<file path="src/rtl/sync_ram_dp_param.sv">
// Simple-dual-port synchronous RAM with a registered read port and a clear sweep.
// The sweep runs after reset or on request; it initialises every word to INIT_VALUE.
module sync_ram_dp_param #(
  parameter int unsigned ADDR_WIDTH = 4,
  parameter int unsigned DATA_WIDTH = 8,
  parameter int unsigned DEPTH = 16,
  parameter logic [DATA_WIDTH-1:0] INIT_VALUE = '0,
  parameter bit RDW_NEW = 1'b1
) (
  input  logic                  clk,
  input  logic                  rst,
  input  logic                  clr,
  input  logic                  wr_en,
  input  logic [ADDR_WIDTH-1:0] wr_addr,
  input  logic [DATA_WIDTH-1:0] wr_data,
  input  logic                  rd_en,
  input  logic [ADDR_WIDTH-1:0] rd_addr,
  output logic [DATA_WIDTH-1:0] rd_data,
  output logic                  rd_valid,
  output logic                  busy
);

  localparam int unsigned IdxW = (DEPTH > 1) ? $clog2(DEPTH) : 1;
  localparam logic [ADDR_WIDTH:0] DepthW  = (ADDR_WIDTH + 1)'(DEPTH);
  localparam logic [ADDR_WIDTH:0] LastPtr = (ADDR_WIDTH + 1)'(DEPTH - 1);

  typedef enum logic [0:0] {StClear, StReady} state_e;

  state_e                state_q;
  logic [ADDR_WIDTH:0]   clr_ptr_q;
  logic [DATA_WIDTH-1:0] ram [DEPTH];

  logic                  wr_hit, rd_hit;
  logic                  mem_we;
  logic [ADDR_WIDTH-1:0] mem_addr;
  logic [DATA_WIDTH-1:0] mem_wdata;
  logic [DATA_WIDTH-1:0] rd_word, rd_next;

  assign wr_hit = ({1'b0, wr_addr} < DepthW);
  assign rd_hit = ({1'b0, rd_addr} < DepthW);

  // Single write port shared between the sweep and user writes; reset never writes.
  always_comb begin
    mem_we    = 1'b0;
    mem_addr  = '0;
    mem_wdata = '0;
    if (!rst) begin
      if (state_q == StClear) begin
        mem_we    = 1'b1;
        mem_addr  = clr_ptr_q[ADDR_WIDTH-1:0];
        mem_wdata = INIT_VALUE;
      end else if (wr_en && wr_hit) begin
        mem_we    = 1'b1;
        mem_addr  = wr_addr;
        mem_wdata = wr_data;
      end
    end
  end

  always_ff @(posedge clk) begin
    if (mem_we) ram[mem_addr[IdxW-1:0]] <= mem_wdata;
  end

  always_comb begin
    rd_word = ram[rd_addr[IdxW-1:0]];
    rd_next = INIT_VALUE;
    if (rd_hit) begin
      if (RDW_NEW && wr_en && (wr_addr == rd_addr)) rd_next = wr_data;
      else rd_next = rd_word;
    end
  end

  always_ff @(posedge clk) begin
    if (rst) begin
      state_q   <= StClear;
      clr_ptr_q <= '0;
      busy      <= 1'b1;
      rd_data   <= '0;
      rd_valid  <= 1'b0;
    end else begin
      unique case (state_q)
        StClear: begin
          rd_valid  <= 1'b0;
          clr_ptr_q <= clr_ptr_q + 1'b1;
          if (clr_ptr_q == LastPtr) begin
            state_q <= StReady;
            busy    <= 1'b0;
          end
        end
        StReady: begin
          rd_valid <= rd_en;
          if (rd_en) rd_data <= rd_next;
          // Accesses in the request cycle still complete before the sweep starts.
          if (clr) begin
            state_q   <= StClear;
            clr_ptr_q <= '0;
            busy      <= 1'b1;
          end
        end
        default: state_q <= StClear;
      endcase
    end
  end

endmodule

</file>
<file path="config.mk">
export PLATFORM = sky130hd
export DESIGN_NAME = sync_ram_dp_param
export DESIGN_NICKNAME = d
export VERILOG_FILES = /design/src/rtl/sync_ram_dp_param.sv
export SDC_FILE = /design/constraint.sdc
export NUM_CORES = 1
export LEC_CHECK = 0
export CORE_ASPECT_RATIO = 0.8
export CORE_UTILIZATION = 50
export CTS_CLUSTER_SIZE = 25
export DETAILED_ROUTE_END_ITERATION = 8
export GPL_TIMING_DRIVEN = 0
export PLACE_DENSITY_LB_ADDON = 0.25
export RECOVER_POWER = 100
export SLEW_MARGIN = 25
export SYNTH_ARGS = -nofsm -noshare
export SYNTH_HDL_FRONTEND = slang
export SYNTH_SLANG_ARGS = --single-unit
</file>
<file path="constraint.sdc">
create_clock -name clk -period 2.7 [get_ports clk]
set_input_delay 0.27 -clock clk [delete_from_list [all_inputs] [get_ports clk]]
set_output_delay 0.27 -clock clk [all_outputs]
set_load 0.02 [all_outputs]
</file>
# Word-level counts from Yosys, hierarchy flattened
# Memory sizes are Yosys's and may differ from the RTL's. A register that Yosys moved wholly into a read port is not among the register bits.
# Index checks and enable logic that the tools add are counted.
# W data, S select, Z words.
op_classes:
  n_addsub: 1
  eq_ne: 3
  n_mux: 20
  bitwise_logic: 1
  n_reduce_logical: 2
ops:
  columns: ["operator", "n"]
  rows:
  - ["$mux W8", 3]
  - ["$mux W4", 3]
  - ["$pmux W5 S2", 1]
  - ["$mux W1", 9]
  - ["$pmux W1 S2", 3]
  - ["$add A5 B1 Y5 const B", 1]
  - ["$eq A5 B4 Y1 const B", 1]
  - ["$mux W5", 1]
  - ["$reduce_and A2 Y1", 2]
  - ["$ne A2 B1 Y1 const B", 1]
  - ["$ne A2 B2 Y1 const B", 1]
  - ["$not A1 Y1", 1]
totals:
  register_bits: 8
  ram_bits: 128
  output_inout_bits: 10
  elab_cells: 32
  n_memories: 1
mem_list:
  columns: ["name", "words", "width", "rd", "rd_ports_with_merged_regs", "wr", "line_no", "source"]
  rows:
  - ["ram", 16, 8, 1, 1, 1, "31", "logic [DATA_WIDTH-1:0] ram [DEPTH];"]

# Depth between registers and ports, before layout
# Gate-level depths: netlist of run 1.
depth:
  word_depth: 5
  depth_mapped: 7
  mapped_depth_nobuf: 5

# Least setup slack after synthesis of run 1
# No wires, ideal clock.
synth_timing:
  path_kind: "register to register"
  start: "register state_q"
  end: "memory ram[2][0], enable pin"
  setup_time_ps: 370
  arrival_ps: 1798
  required_ps: 2330
  path_slack_ps: 532
  path_stages_with_launch: 6
  n_path_buf: 1
  synth_period_minus_slack_ps: 2168
  path_cell_list: "dfxtp_1 -> clkbuf_4 -> and4b_1 -> or2_2 -> or3_1 -> nor2_1"
synth_via:
  elab_chain_cells: 4
  word_cells_on_any_way: 6
synth_lines:
  columns: ["element", "line_no", "source"]
  rows:
  - ["start: declaration", "29", "state_e state_q;"]
  - ["start signal: assignment", "75", "state_q <= StClear;"]
  - ["start signal: assignment", "86", "state_q <= StReady;"]
  - ["start signal: assignment", "95", "state_q <= StClear;"]
  - ["$mux W1", "48", "if (state_q == StClear) begin"]
  - ["$mux W1", "47", "if (!rst) begin"]
  - ["$mux W1", "61", "if (mem_we) ram[mem_addr[IdxW-1:0]] <= mem_wdata;"]
  - ["$mux W1 (not written as such)", "61", null]
  - ["end: declaration", "31", null]
# Parallel ways exist; a longest one is shown, timed or not.

# Worst setup path in the final report of run 1
layout_timing:
  start: "input rst"
  end: "memory ram[8][0], enable pin"
layout_via:
  elab_chain_cells: 3
  word_cells_on_any_way: 4
layout_lines:
  columns: ["element", "line_no", "source"]
  rows:
  - ["start: declaration", "11", "input logic rst,"]
  - ["$mux W1", "47", null]
  - ["$mux W1", "61", null]
  - ["$mux W1 (not written as such)", "61", null]
# Parallel ways exist; a longest one is shown, timed or not.

==> results of run 1 <==
cell families after synthesis:
group	count (synthesis)
flip-flops	144
AO/OA/AOI/OAI	27
AND/OR/NAND/NOR	81
XOR/XNOR	2
multiplexers	42
adder cells (fa/ha/maj)	2
buffers and inverters	34
worst reg2reg max path, cell delays in order, from the launching register on:
cell      delay (ns)
dfxtp_1         0.35
clkbuf_4        0.19
and4b_1         0.21
or2_2           0.33
o21bai_1        0.22
nor2_1          0.77
power by group:
part / internal (µW) / switching (µW) / total (µW)
clock: 1450 / 886 / 2340
sequential: 2410 / 9.80 / 2420
combinational: 103 / 111 / 214
stage by stage:
step | utilization | setup TNS (ns) | cell area (µm²) | hold WS, ns
floorplan | - | 0 | 5870 | 0.443
detailed placement | 0.552 | -21.99 | 6330 | 0.451
global placement | 0.552 | -18.34 | 6330 | 0.449
finish | 0.604 | 0 | 6930 | 0.467
CTS | 0.603 | 0 | 6920 | 0.470
global route | 0.604 | 0 | 6930 | 0.498
registers in the layout, indices dropped and copies added (netlist names):
name	flops
busy	1
clr_ptr_q	5
ram	128
rd_data	8
rd_valid	1
state_q	1
worst max path at each step:
stage,endpoint,slack [ns],start
6_report,ram[8][0]$_DFFE_PP_,0.14,rst
5_1_grt,ram[12][2]$_DFFE_PP_,0.02,rst
4_1_cts,ram[10][4]$_DFFE_PP_,0.009,rst
3_5_place_dp,ram[14][3]$_DFFE_PP_,-0.47,rst
3_3_place_gp,ram[10][4]$_DFFE_PP_,-0.40,rst
2_1_floorplan,ram[2][0]$_DFFE_PP_,0.53,state_q$_SDFF_PP0_
layer usage:
layer / track usage / vias up / routed length, µm
met2: 0.313 / 137 / 5440
met4: 0.0630 / 0 / 161
met1: 0.341 / 1616 / 5440
met5: 0 / - / 0
li1: - / 1395 / -
met3: 0.0642 / 14 / 1050
final cells by class:
cell class / count / area, µm² / area share
sequential: 144 / 4160 / 0.601
multi-input combinational: 154 / 1570 / 0.227
clock buffer: 19 / 433 / 0.0625
timing repair buffer: 27 / 270 / 0.0390
tap: 148 / 185 / 0.0267
clock inverter: 12 / 160 / 0.0231
inverter: 19 / 71.3 / 0.0103
buffer: 15 / 67.6 / 0.00976
placed cells by master, fill, tap and decap left out, drive strengths merged, types with 2 or more instances in the layout:
cell type and n:
dlygate4sd3 10, clkdlybuf4s50 17, ha 2, or3 3
nand2b 8, nor2 30, bufinv 3, o22a 2
dfxtp 16, o21ai 2, clkbuf 27, mux4 40
o21bai 2, nand3 2, o211ai 2, nand2 27
nor3b 2, clkinvlp 3, buf 7, clkinv 4
inv 21, edfxtp 128, a21oi 6, o221ai 9
timing repair:
item / in CTS / in global routing
buffers inserted: 0 / 0
setup endpoints to repair: 8 / 40
resized for setup: 1 / 4
hold endpoints to repair: 0 / 0
==> impl_metrics.py, run 1 <==
metrics = {
    "route": {
        "vias": 3162,
        "drtPass1Iterations": 4,
        "drtIter0Drc": 340,
        "drt-total-wl_um": 12100,
        "wl_per_cell_um": 22.5,
        "ant_nets": 0,
        "viasPerCell": 5.88,
        "drcViolationCount": 0,
    },
    "critical_path": {
        "path_delay_family": "simple AND/OR/NAND/NOR gates",
        "crit_arrival_ns": 2.59,
        "critPathMaxStageDelay_ns": 0.77,
        "cp_max_fo": 10,
        "path_buf_inv": 2,
        "regToRegSetupSlack_ns": 0.25,
        "r2r_end": "ram[8][0]$_DFFE_PP_",
        "critical_path_class": "input port to register",
        "reg2reg_depth": 5,
        "setup.worst_path.end_class": "register",
        "cp.depth": 6,
        "worstPathRequired_ns": 2.74,
        "r2r_start": "state_q$_SDFF_PP0_",
        "worstPathCellList": "clkdlybuf4s50_1 > clkbuf_1 > nor3b_1 > or2_2 > o21bai_1 > nor2_1",
        "critPathLaunchType": "input port",
        "crit_path_top_delay_cell": "nor2_1",
    },
    "placement": {
        "dp.cells": 507,
        "gp_congestion": 0.766,
        "io_buffers": 27,
        "dpl_worst_slack_ns": -0.473,
        "dp_hpwl_um": 7810,
    },
    "cts": {
        "numCtsBuffers": 17,
        "cts_sinks": 144,
        "cts_hold_buf": 0,
        "clk_root_buffer_cell": "clkbuf_16",
        "cts_tree": "yes",
        "path_clk_slew_ns": 0.06,
        "htree_levels": 4,
        "clkLatencyLatePin_ns": 0.42,
        "cts_buffer_depth": 2,
    },
    "die": {
        "rows": 35,
        "fp.dieArea_um2": 12200,
        "die_y_um": 98.9,
        "initial_utilization": 0.512,
        "coreArea_um2": 11500,
        "ios": 31,
        "die-width_um": 123,
    },
    "logic_synthesis": {
        "ys_seq_area_frac": 0.709,
        "synth_top_family_by_area": "multiplexers",
        "synthAdderAreaFrac": 0.00426,
        "synth_warnings": 0,
        "yosys-mux-area-fraction": 0.157,
        "synth_top_cells_by_area": "edfxtp_1 65%, mux4_2 15%, dfxtp_1 5.5%",
        "synth.distinct_cells": 45,
        "synth_top_area_cell": "edfxtp_1",
        "async_flop_share": 0,
        "synthXorXnorAreaFrac": 0.00298,
        "synth_top_area_frac": 0.654,
        "synthFlopType": "edfxtp_1",
        "synth_most_common_cell": "edfxtp_1",
        "synth_compound_area_frac": 0.0358,
        "postSynthAreaPerCell_um2": 17.7,
        "synthesis.area_um2": 5870,
        "synth_edf_count": 128,
        "synthSimpleGateAreaFrac": 0.0660,
        "synthCells": 332,
        "synth_seq_cells": 144,
        "synth_fp_nets": 355,
        "synth_top_cells_by_count": "128 x edfxtp_1, 40 x mux4_2, 30 x nor2_1",
    },
    "grt": {
        "antenna_found_initial": 0,
        "overflow": 0,
        "grt_pass1_vias": 3016,
        "grt_pass1_wl_um": 18500,
        "grt_usage": 0.223,
        "grt_max_degree": 17,
    },
    "worst_hold_path": {
        "hp-start": "rd_data[7]$_SDFFE_PP0P_",
        "whs_path_depth": 2,
        "min_to": "rd_data[7]$_SDFFE_PP0P_",
        "hold_path_class": "register to register",
    },
    "layout": {
        "antenna_cells": 0,
        "syn2layout_area_growth_pct": 17.9,
        "drive_gt1_frac": 0.228,
        "fin_cells": 538,
        "nFillCells": 842,
        "final_nets": 401,
    },
    "sta": {
        "layout_setup_ws_ns": 0.145,
        "drv_slew": 0,
        "rsz0062_at_grt": "yes",
        "slew_headroom": 0.339,
        "setup_violations": 0,
        "fin_crit_sh": 0.946,
        "finalCriticalPeriod_ns": 2.56,
        "clock_skew_ns": 0.00688,
        "hold_viol": 0,
        "worstMarginPinSlew_ns": 0.988,
        "max_freq_ghz": 0.391,
    },
    "status": {
        "outcome": "completed",
    },
    "flow_run": {
        "max_cap_viol_count": 0,
    },
    "power": {
        "finalPower_uw": 4980,
        "p_per_area_nw_per_um2": 719,
        "leakage_uw": 0.00252,
        "ir_worst_vdd_v": 0.000441,
    },
}
No activity file was read; power rests on OpenSTA's default activity.
==> inputs of run 2 (changes only) <==
- CAP_MARGIN: default -> 20
- HOLD_SLACK_MARGIN: default -> 0.15
- SETUP_SLACK_MARGIN: default -> 0.02
==> results of run 2 <==
No change in the layout: final DEF, timing and power equal those of run 1.
